===== config.mk =====
export PLATFORM = sky130hd
export DESIGN_NAME = tnn_feat_loader
export DESIGN_NICKNAME = d
export VERILOG_FILES = /design/src/rtl/tnn_feat_loader.sv
export SDC_FILE = /design/constraint.sdc
export NUM_CORES = 1
export LEC_CHECK = 0
export CAP_MARGIN = 20
export CORE_MARGIN = 5
export CORE_UTILIZATION = 55
export DETAILED_ROUTE_END_ITERATION = 8
export PLACE_DENSITY_LB_ADDON = 0.08
export SLEW_MARGIN = 30
export SYNTH_ARGS = -nofsm -noshare
export SYNTH_HDL_FRONTEND = slang
export SYNTH_SLANG_ARGS = --single-unit

===== constraint.sdc =====
create_clock -name clk -period 5.2 [get_ports clk]
set_input_delay 0.78 -clock clk [delete_from_list [all_inputs] [get_ports clk]]
set_output_delay 0.78 -clock clk [all_outputs]
set_load 0.02 [all_outputs]

===== src/rtl/tnn_feat_loader.sv =====
// Feature-stream loader for the sequential ternary classifier core: packs beats into
// a flat vector, times the inference window and returns the prediction as a result.
//
// Handshakes: a transfer happens on a rising clk edge where valid && ready are both 1.
// A producer holds valid and its payload until that edge; ready never depends
// combinationally on the other side's valid/ready.
module tnn_feat_loader #(
    parameter int FEAT_CNT     = 16,
    parameter int FEAT_BITS    = 4,
    parameter int CLASS_CNT    = 10,
    parameter int INFER_CYCLES = 42,
    parameter int FRAME_BITS   = 16
) (
    input  logic                          clk,
    input  logic                          rst,
    input  logic                          in_valid,
    output logic                          in_ready,
    input  logic [FEAT_BITS-1:0]          in_feat,
    input  logic                          in_last,
    output logic [FEAT_CNT*FEAT_BITS-1:0] data,
    output logic                          core_start,
    input  logic [$clog2(CLASS_CNT)-1:0]  core_pred,
    output logic                          res_valid,
    input  logic                          res_ready,
    output logic [$clog2(CLASS_CNT)-1:0]  res_class,
    output logic [FRAME_BITS-1:0]         res_frame,
    output logic                          res_err
);

    localparam int CW = $clog2(FEAT_CNT);
    localparam int RW = $clog2(INFER_CYCLES + 1);

    localparam logic [1:0] S_LOAD = 2'd0;
    localparam logic [1:0] S_RUN  = 2'd1;
    localparam logic [1:0] S_DONE = 2'd2;

    logic [1:0]            state;
    logic [CW-1:0]         feat_cnt;
    logic [RW-1:0]         run_cnt;
    logic [FRAME_BITS-1:0] frame;
    logic                  err;
    logic                  beat;
    logic                  last_slot;
    logic                  run_end;

    // Both ready/valid outputs are pure state decodes, so res_ready cannot reach in_ready.
    assign in_ready  = (state == S_LOAD);
    assign res_valid = (state == S_DONE);
    assign beat      = in_valid && in_ready;
    assign last_slot = (feat_cnt == CW'(FEAT_CNT - 1));
    assign run_end   = (run_cnt == RW'(INFER_CYCLES - 1));

    always_ff @(posedge clk) begin
        if (!rst) begin
            state      <= S_LOAD;
            feat_cnt   <= '0;
            run_cnt    <= '0;
            frame      <= '0;
            err        <= 1'b0;
            data       <= '0;
            core_start <= 1'b0;
            res_class  <= '0;
            res_frame  <= '0;
            res_err    <= 1'b0;
        end else begin
            core_start <= 1'b0;
            case (state)
                S_LOAD: begin
                    if (beat) begin
                        data[feat_cnt*FEAT_BITS +: FEAT_BITS] <= in_feat;
                        // in_last only flags framing; the vector length is fixed.
                        if (in_last != last_slot) begin
                            err <= 1'b1;
                        end
                        if (last_slot) begin
                            state      <= S_RUN;
                            feat_cnt   <= '0;
                            run_cnt    <= '0;
                            core_start <= 1'b1;
                        end else begin
                            feat_cnt <= feat_cnt + 1'b1;
                        end
                    end
                end
                S_RUN: begin
                    if (run_end) begin
                        res_class <= core_pred;
                        res_err   <= err;
                        res_frame <= frame;
                        run_cnt   <= '0;
                        state     <= S_DONE;
                    end else begin
                        run_cnt <= run_cnt + 1'b1;
                    end
                end
                S_DONE: begin
                    if (res_ready) begin
                        frame <= frame + 1'b1;
                        err   <= 1'b0;
                        state <= S_LOAD;
                    end
                end
                default: state <= S_LOAD;
            endcase
        end
    end

endmodule

## Word level (Yosys, flattened, before mapping)

Index checks and enable logic that the tools add are counted.

| word-level totals | value |
|---|---|
| register bits | 115 |
| output and inout port bits | 88 |
| logic and storage cells | 53 |

| operators by class | value |
|---|---|
| $add $sub $neg | 4 |
| eq/ne operators | 10 |
| shifts and indexed selects | 2 |
| multiplexer cells | 16 |
| reduce and logical (&&, ||, !) cells | 11 |

Operator list:

| kind | number |
|---|---|
| 64-bit bitwise mux | 1 |
| 4-bit by 34-bit variable shift with 64-bit output, first input constant | 1 |
| 4-bit by 34-bit indexed part select with 64-bit output | 1 |
| 6-bit negation with 34-bit output | 1 |
| 6-bit 2-to-1 mux | 3 |
| 16-bit by 1-bit adder with 16-bit output, second input constant | 1 |
| 6-bit case mux with 2 select lines | 1 |
| 2-bit 2-to-1 mux | 4 |
| 2-bit by 1-bit inequality test with 1-bit output, second input constant | 4 |
| 4-bit AND reduction | 2 |
| 6-bit by 1-bit adder with 6-bit output, second input constant | 1 |
| 6-bit == test, second input constant | 1 |
| 2-bit case mux with 3 select lines | 1 |
| 2-bit AND reduction | 3 |
| 3-bit AND reduction | 2 |
| 4-bit by 1-bit adder with 4-bit output, second input constant | 1 |
| 4-bit == test, second input constant | 1 |
| 1-bit 2-to-1 mux | 4 |
| 4-bit 2-to-1 mux | 1 |
| 2-bit nonzero test | 2 |
| 2-bit by 1-bit == test with 1-bit output, second input constant | 1 |
| 2-bit == test, second input constant | 1 |
| 2-bit logical NOT | 1 |
| 2-bit inequality test, second input constant | 1 |
| other kinds (3) | 3 |

## Depth between registers and ports, before layout

Gate-level depths: netlist of run 1.

| logic depth | value |
|---|---|
| depth in word-level cells | 5 |
| depth in mapped cells | 8 |

## Worst setup path before layout of run 1

Ideal clock, no wire load.

| timing | value |
|---|---|
| path type | reg-to-reg |
| from | reg feat_cnt[0] |
| to | reg data[48] |
| setup time | 0.136 ns |
| arrival | 2.284 ns |
| required time | 5.064 ns |
| setup slack | 2.780 ns |
| cell stages (with the launch flop) | 9 |
| path buffers | 2 |
| clock period less this slack | 2.420 ns |
| cell sequence | dfxtp_1 > clkbuf_1 > nor3_1 > ha_1 > nor4b_2 > and2_1 > clkbuf_1 > o211ai_1 > mux2i_1 |

| between the ends | value |
|---|---|
| cells in the longest elaborated chain, start to end | 3 |
| elaborated cells between the ends (all ways) | 4 |
| classes of those cells | 1 x add/sub; 2 x shift; 1 x mux |

Ends and longest elaborated chain:

| what | line | text |
|---|---|---|
| start, declared | 38 | `logic [CW-1:0] feat_cnt;` |
| start signal, assigned | 81 | `feat_cnt <= feat_cnt + 1'b1;` |
| 6-bit negation with 34-bit output (*) | 70 | `data[feat_cnt*FEAT_BITS +: FEAT_BITS] <= in_feat;` |
| 4-bit by 34-bit indexed part select with 64-bit output / 4-bit by 34-bit variable shift with 64-bit output (equally long branches) | 70 |  |
| 64-bit bitwise mux (*) | 70 |  |
| end signal, assigned by index | 70 |  |
| end, declared | 20 | `output logic [FEAT_CNT*FEAT_BITS-1:0] data,` |

Every way passes the cells marked *; elsewhere a longest branch is shown, timed or not.
A chain may end at the register's enable or synchronous reset.

## Worst setup path in the final report of run 1

| timing | value |
|---|---|
| from | reg feat_cnt[0] |
| to | reg data[18] |

Same word-level chain as after synthesis.

==> metrics.txt, run 1 <==
# TYPE chip_impl_metric gauge
chip_impl_metric{name="postPlaceCellArea",unit="mm2"} 0.00589
chip_impl_metric{name="antenna_violations_before_repair",unit=""} 0
chip_impl_metric{name="synth.distinct_cells",unit=""} 49
chip_impl_info{name="synthFlopType",value="dfxtp_1"} 1
chip_impl_metric{name="worst-path-max-fanout",unit=""} 17
chip_impl_metric{name="drv.max_cap_violation_count",unit=""} 0
chip_impl_metric{name="synth-seq-cells",unit=""} 115
chip_impl_metric{name="gp_congestion",unit=""} 0.908
chip_impl_metric{name="final.fill_count",unit=""} 649
chip_impl_metric{name="final_core_utilization",unit=""} 0.744
chip_impl_metric{name="power_per_cell_area",unit="mW/mm2"} 321
chip_impl_metric{name="crit_arrival",unit="ns"} 3.47
chip_impl_info{name="critPathTopFamily",value="simple AND/OR/NAND/NOR gates"} 1
chip_impl_metric{name="hold_buffers",unit=""} 0
chip_impl_metric{name="die-width",unit="um"} 104
chip_impl_metric{name="worstSkewPairLatency",unit="ns"} 0.51
chip_impl_metric{name="cts_resized",unit=""} 0
chip_impl_metric{name="final_hold_viol_count",unit=""} 0
chip_impl_metric{name="routed_wire_length_per_instance",unit="um"} 16.1
chip_impl_info{name="cts_tree",value="done"} 1
chip_impl_metric{name="timing.slew.headroom",unit=""} 0.456
chip_impl_metric{name="finalCritPeriodShare",unit=""} 0.586
chip_impl_info{name="run_status",value="completed"} 1
chip_impl_metric{name="period_minus_slack",unit="ns"} 3.05
chip_impl_metric{name="fmax",unit="MHz"} 328
chip_impl_metric{name="area_growth_syn_to_layout",unit="%"} 32.1
chip_impl_metric{name="drt_drc_violations_left",unit=""} 0
chip_impl_info{name="critical_path.endpoint_type",value="register"} 1
chip_impl_info{name="unrepaired_setup_endpoints_after_global_routing",value="no"} 1
chip_impl_metric{name="power",unit="mW"} 2.08
chip_impl_info{name="min-delay-path-class",value="register to register"} 1
chip_impl_metric{name="final.setup.tns",unit="ns"} 0
chip_impl_metric{name="cts.path.max_buffers",unit=""} 2
chip_impl_metric{name="total_leakage_power",unit="nW"} 2.60
chip_impl_metric{name="diodes",unit=""} 0
chip_impl_metric{name="io_buffers",unit=""} 100
chip_impl_metric{name="layout.cell_area.non_filler",unit="mm2"} 0.00646
chip_impl_metric{name="die_height",unit="um"} 104
chip_impl_metric{name="postCtsSetupBuffers",unit=""} 0
chip_impl_metric{name="wirelength",unit="mm"} 12.1
chip_impl_info{name="criticalPathCategory",value="register to register"} 1
chip_impl_metric{name="timing_max_transition_violations_final",unit=""} 0
chip_impl_metric{name="global_route.usage.total",unit=""} 0.231
chip_impl_metric{name="clk_transition_reported_paths",unit="ns"} 0.05
chip_impl_metric{name="hpwlAfterDp",unit="mm"} 8.34
chip_impl_metric{name="mean_area_per_synthesized_cell",unit="um2"} 9.02
chip_impl_metric{name="design.portCount",unit=""} 101
chip_impl_metric{name="initial_utilization",unit=""} 0.563
chip_impl_metric{name="synth_enable_flop_cells",unit=""} 0
chip_impl_metric{name="drt_iter0_drc",unit=""} 172
chip_impl_metric{name="dieArea",unit="mm2"} 0.0109
chip_impl_metric{name="number_of_routed_nets_with_antenna_violations",unit=""} 0
chip_impl_metric{name="transition_at_the_pin_with_the_smallest_max_transition_slack",unit="ns"} 0.813
chip_impl_metric{name="layout_net_count",unit=""} 651
chip_impl_info{name="critPathLaunchType",value="register"} 1
chip_impl_metric{name="cp_num_buf_inv",unit=""} 1
chip_impl_metric{name="drive_gt1_frac",unit=""} 0.0717
chip_impl_metric{name="grt-ovfl-total",unit=""} 0
chip_impl_metric{name="cts_bufs_inserted",unit=""} 17
chip_impl_metric{name="via_per_inst",unit=""} 5.55
chip_impl_metric{name="num_vias",unit=""} 4159
chip_impl_metric{name="fin_skew",unit="ns"} 0.0108
chip_impl_metric{name="cts_htree_levels",unit=""} 4
chip_impl_metric{name="synth_warnings",unit=""} 0
chip_impl_metric{name="coreArea",unit="mm2"} 0.00868
chip_impl_metric{name="synthesized_area",unit="mm2"} 0.00489
chip_impl_metric{name="synthesis.nets",unit=""} 563
chip_impl_metric{name="pin_count_of_the_biggest_net_entering_global_routing",unit=""} 60
chip_impl_info{name="slowest_stage_cell_crit_path",value="xnor2_1"} 1
chip_impl_info{name="cell_breakdown_of_the_critical_path",value="inv_1, ha_1, xnor2_1, nand3_1, nor3_1, mux2i_1"} 1
chip_impl_metric{name="peakVddDrop",unit="mV"} 0.232
chip_impl_metric{name="row_count",unit=""} 34
chip_impl_info{name="clockRootBuffer",value="clkbuf_8"} 1
chip_impl_metric{name="synthArstFlopShare",unit=""} 0
chip_impl_metric{name="cp_data_required_time",unit="ns"} 5.63
chip_impl_metric{name="postSynthCellCount",unit=""} 542
chip_impl_metric{name="vias_in_the_first_global_route",unit=""} 4200
chip_impl_metric{name="synth_seq_area_share",unit=""} 0.471
chip_impl_metric{name="critPathMaxStageDelay",unit="ns"} 0.65
chip_impl_metric{name="firstDrtPassIters",unit=""} 4
chip_impl_metric{name="clock_sinks",unit=""} 115
chip_impl_metric{name="grt_pass1_wl",unit="mm"} 20.8
chip_impl_metric{name="setup_viol",unit=""} 0
## stage by stage
stage	std cells	hold WS (ns)	worst slack [ns]
2_1_floorplan	542	0.442	2.78
3_3_place_gp	719	0.443	2.32
3_5_place_dp	719	0.449	2.24
4_1_cts	750	0.461	2.18
5_1_grt	750	0.486	1.90
6_report	750	0.457	2.15
## cells in the final DEF, fill, tap and decap left out, drive strengths merged, types with 3 or more instances in the layout
cell           netlist  layout
dfxtp              115     115
ha                   8       8
nor4                 5       5
inv                 10      11
nand2               74      74
or3b                 5       5
o21ai               21      21
nor3                10      10
or3                  4       4
nand2b               5       5
and2                 8       8
nor3b                7       7
or4                  4       4
clkbuf              27      18
buf                  6       3
a21oi               27      27
clkinvlp             0       5
xor2                 4       4
xnor2               11      11
nand3               41      41
nor2                48      48
mux2i               62      62
o31ai                4       4
nand4               12      12
clkdlybuf4s50        0      99
and3                 5       5
clkinv               0       5
## report_power, final
part,leakage [nW],switching [mW],internal (mW)
clock network,0.265,0.405,0.689
registers,0.926,0.00532,0.885
logic,1.41,0.0620,0.0298
total,2.60,0.472,1.60
## state kept, by name, indices dropped and copies added (netlist names)
name / cells
res_err: 1
res_frame: 16
state: 2
err: 1
core_start: 1
data: 64
frame: 16
feat_cnt: 4
res_class: 4
run_cnt: 6
## path summary, 6_finish.rpt
kind / slack [ns] / depth (start not counted) / startpoint / end
setup / recovery: 2.15 / 6 / feat_cnt[0] / data[18]
hold / removal: 0.46 / 2 / data[32] / data[32]
setup reg to reg: 2.15 / 6 / feat_cnt[0] / data[18]
hold reg to reg: 0.46 / 2 / data[32] / data[32]
## Yosys cell counts, types with 9 or more instances
| cell type | number | area share |
|---|---|---|
| nand3_1 | 41 | 0.042 |
| nand2_1 | 74 | 0.057 |
| nor3_1 | 10 | 0.010 |
| o21ai_0 | 21 | 0.021 |
| a21oi_1 | 27 | 0.028 |
| nand4_1 | 12 | 0.015 |
| nor2_1 | 48 | 0.037 |
| dfxtp_1 | 115 | 0.47 |
| inv_1 | 9 | 0.0069 |
| clkbuf_1 | 25 | 0.019 |
| xnor2_1 | 11 | 0.020 |
| mux2i_1 | 62 | 0.13 |
## layer usage
layer / wire length, um / vias up / GRT usage
met2: 6120 / 108 / 0.395
li1: - / 2054 / -
met4: 250 / 0 / 0.0916
met1: 5060 / 1972 / 0.264
met3: 633 / 25 / 0.0739
met5: 0 / - / 0
## cell type report
cell class                      instances  area, um2  area share
Sequential cell                       115       2300       0.357
Clock inverter                         13        135      0.0209
Multi-Input combinational cell        384       2410       0.373
Tap cell                              108        135      0.0209
Inverter                               10       38.8     0.00601
Timing Repair Buffer                  102       1010       0.157
Clock buffer                           18        428      0.0663
## worst reg2reg max path, cell delays in order (launching register included)
cell	delay (ns)
dfxtp_1	0.62
inv_1	0.25
ha_1	0.33
xnor2_1	0.65
nand3_1	0.17
nor3_1	0.65
mux2i_1	0.30
## kinds of logic (layout without fill, tap and decap cells)
| kind of cell | count (synthesis) | count (layout) | share of synthesized area |
|---|---|---|---|
| flops | 115 | 115 | 0.471 |
| compound gates | 61 | 61 | 0.0727 |
| mux | 62 | 62 | 0.127 |
| fa+ha+maj | 8 | 8 | 0.0205 |
| simple gates | 238 | 238 | 0.245 |
| xor+xnor | 15 | 15 | 0.0269 |
| buf+inv | 43 | 143 | 0.0368 |
Note: power is estimated with default switching activity, not from simulation.
==> run 2: changes to the inputs <==
--- a/config.mk
+++ b/config.mk
@@ -7,7 +7,7 @@
 export LEC_CHECK = 0
 export CAP_MARGIN = 20
 export CORE_MARGIN = 5
-export CORE_UTILIZATION = 55
+export CORE_UTILIZATION = 51
 export DETAILED_ROUTE_END_ITERATION = 8
 export PLACE_DENSITY_LB_ADDON = 0.08
 export SLEW_MARGIN = 30
==> constraint.sdc (replaced) <==
create_clock -name clk -period 3.2 [get_ports clk]
set_input_delay 0.48 -clock clk [delete_from_list [all_inputs] [get_ports clk]]
set_output_delay 0.48 -clock clk [all_outputs]
set_load 0.02 [all_outputs]
==> metrics.txt, run 2 (synthesis results as in run 1) <==
# TYPE chip_impl_metric gauge
chip_impl_info{name="slowest_stage_cell_crit_path",value="dfxtp_1"} 1
chip_impl_metric{name="crit_arrival",unit="ns"} 2.24
chip_impl_metric{name="largest_register_ffs",unit=""} 64
chip_impl_metric{name="final.setup.tns",unit="ns"} 0
chip_impl_metric{name="worst-path-max-fanout",unit=""} 16
chip_impl_info{name="regMostFlops",value="data"} 1
chip_impl_info{name="critical_path.endpoint_type",value="output port"} 1
chip_impl_info{name="mostFrequentLayoutCell",value="dfxtp_1"} 1
chip_impl_metric{name="cts.path.max_buffers",unit=""} 2
chip_impl_metric{name="drive_gt1_frac",unit=""} 0.0788
chip_impl_metric{name="combPwrFrac",unit=""} 0.044
chip_impl_metric{name="critPathMaxStageDelay",unit="ns"} 0.70
chip_impl_metric{name="final.fill_count",unit=""} 739
chip_impl_metric{name="via_per_inst",unit=""} 5.38
chip_impl_metric{name="power.switching_fraction",unit=""} 0.233
chip_impl_metric{name="grt-ovfl-total",unit=""} 0
chip_impl_metric{name="io_buffers",unit=""} 100
chip_impl_info{name="run_status",value="completed"} 1
chip_impl_metric{name="multi_input_comb_area",unit="mm2"} 0.00241
chip_impl_metric{name="vias_in_the_first_global_route",unit=""} 4018
chip_impl_metric{name="timing_max_transition_violations_final",unit=""} 0
chip_impl_metric{name="design.portCount",unit=""} 101
chip_impl_metric{name="p_clk_frac",unit=""} 0.537
chip_impl_info{name="cell_breakdown_of_the_critical_path",value="nor2b_1, clkdlybuf4s50_1"} 1
chip_impl_metric{name="drv.max_cap_violation_count",unit=""} 0
chip_impl_metric{name="wirelength",unit="mm"} 12.0
chip_impl_metric{name="period_minus_slack",unit="ns"} 2.72
chip_impl_metric{name="drt_drc_violations_left",unit=""} 0
chip_impl_metric{name="hold_buffers",unit=""} 0
chip_impl_metric{name="cts_bufs_inserted",unit=""} 17
chip_impl_metric{name="clock_sinks",unit=""} 115
chip_impl_metric{name="antenna_violations_before_repair",unit=""} 0
chip_impl_metric{name="final_core_utilization",unit=""} 0.704
chip_impl_metric{name="num_vias",unit=""} 4174
chip_impl_metric{name="final_hold_viol_count",unit=""} 0
chip_impl_info{name="critPathTopFamily",value="flip-flops"} 1
chip_impl_metric{name="fin_skew",unit="ns"} 0.00661
chip_impl_metric{name="transition_at_the_pin_with_the_smallest_max_transition_slack",unit="ns"} 0.894
chip_impl_metric{name="hpwlAfterDp",unit="mm"} 8.52
chip_impl_metric{name="firstDrtPassIters",unit=""} 4
chip_impl_metric{name="initial_utilization",unit=""} 0.527
chip_impl_metric{name="reg2reg_setup_slack",unit="ns"} 0.48
chip_impl_metric{name="dieArea",unit="mm2"} 0.0116
chip_impl_metric{name="gp_congestion",unit=""} 0.874
chip_impl_metric{name="drt_iter0_drc",unit=""} 148
chip_impl_metric{name="grt_pass1_wl",unit="mm"} 19.6
chip_impl_info{name="layout_common_cells",value="dfxtp_1, clkdlybuf4s50_1, nand2_1"} 1
chip_impl_metric{name="layout_net_count",unit=""} 655
chip_impl_metric{name="postCtsSetupBuffers",unit=""} 0
chip_impl_info{name="largestRegisters",value="data (64), frame (16), res_frame (16)"} 1
chip_impl_metric{name="timing.slew.headroom",unit=""} 0.396
chip_impl_metric{name="diodes",unit=""} 0
chip_impl_metric{name="die_height",unit="um"} 108
chip_impl_info{name="critPathLaunchType",value="register"} 1
chip_impl_metric{name="peakVddDrop",unit="mV"} 0.388
chip_impl_info{name="min-delay-path-class",value="input pin to register"} 1
chip_impl_metric{name="clk_transition_reported_paths",unit="ns"} 0.06
chip_impl_metric{name="die-width",unit="um"} 108
chip_impl_info{name="criticalPathCategory",value="register to output port"} 1
chip_impl_info{name="unrepaired_setup_endpoints_after_global_routing",value="no"} 1
chip_impl_metric{name="routed_wire_length_per_instance",unit="um"} 15.5
chip_impl_metric{name="setup_viol",unit=""} 0
chip_impl_metric{name="row_count",unit=""} 35
chip_impl_metric{name="area_growth_syn_to_layout",unit="%"} 33.8
chip_impl_metric{name="power_per_cell_area",unit="mW/mm2"} 528
chip_impl_metric{name="total_leakage_power",unit="nW"} 2.63
chip_impl_metric{name="number_of_routed_nets_with_antenna_violations",unit=""} 0
chip_impl_info{name="cts_tree",value="done"} 1
chip_impl_metric{name="seq_power_share",unit=""} 0.419
chip_impl_metric{name="power_switching",unit="mW"} 0.805
chip_impl_metric{name="finalCritPeriodShare",unit=""} 0.851
chip_impl_metric{name="fmax",unit="MHz"} 367
chip_impl_metric{name="final-seq-area",unit="mm2"} 0.00230
chip_impl_metric{name="internal_power",unit="mW"} 2.65
chip_impl_info{name="clockRootBuffer",value="clkbuf_8"} 1
chip_impl_metric{name="worstSkewPairLatency",unit="ns"} 0.51
chip_impl_metric{name="pin_count_of_the_biggest_net_entering_global_routing",unit=""} 69
chip_impl_metric{name="cp_num_buf_inv",unit=""} 1
chip_impl_metric{name="cp_data_required_time",unit="ns"} 2.72
chip_impl_metric{name="cts_resized",unit=""} 0
chip_impl_metric{name="coreArea",unit="mm2"} 0.00928
chip_impl_metric{name="global_route.usage.total",unit=""} 0.210
chip_impl_metric{name="cts_htree_levels",unit=""} 4
run 2: changes by cell type in the layout (fill, tap and decap cells not counted):
cell	previous run	this run
clkbuf_8	2	3
buf_4	2	6
clkinv_2	5	2
clkinv_4	0	2
clkinvlp_4	5	4
inv_6	2	4
run 2: layer usage:
metal,wire length (um),global-route usage
met5,0,0
met4,163,0.0703
met3,630,0.0594
met2,5810,0.351
met1,5390,0.260
run 2: final timing paths:
path | depth (start not counted) | to | start
worst min register to register | 2 | data[2] | data[2]
worst max register to register | 6 | data[59] | feat_cnt[0]
worst min-delay path | 3 | err | rst
worst max-delay path | 2 | res_valid | state[1]
run 2: layout make-up:
| type | count | share of cell area |
|---|---|---|
| multi-input cells | 384 | 0.368 |
| flip-flops and latches | 115 | 0.352 |
| repair buffers | 106 | 0.159 |
| clock buffers | 19 | 0.0675 |
| well taps | 129 | 0.0247 |
| clock inverters | 13 | 0.0226 |
| inverters | 10 | 0.00593 |
run 2: power by group through the flow:
| stage | Clock [mW] | Sequential, mW | Combinational (mW) |
|---|---|---|---|
| 4_1_cts | 1.87 | 1.45 | 0.154 |
| 2_1_floorplan | 0 | 1.47 | 0.0999 |
| 3_5_place_dp | 0 | 1.48 | 0.152 |
| 3_3_place_gp | 0 | 1.48 | 0.151 |
| 6_report | 1.85 | 1.45 | 0.153 |
| 5_1_grt | 1.95 | 1.45 | 0.168 |
run 2: through the flow:
stage,std cells,hold WS (ns),instance area [um2],power (mW),setup WS (ns)
finish,776,0.308,6540,3.45,0.475
global route,776,0.305,6540,3.56,0.223
CTS,776,0.300,6540,3.47,0.479
detailed placement,744,0.447,5950,1.63,0.503
global placement,744,0.445,5950,1.63,0.638
floorplan,542,0.442,4890,1.57,0.780
run 2: tightest hold or removal path: cells and delay by family:
family | cells | cell delay [ns]
and+or+nand+nor | 2 | 0.11
buffers and inverters | 1 | 0.17
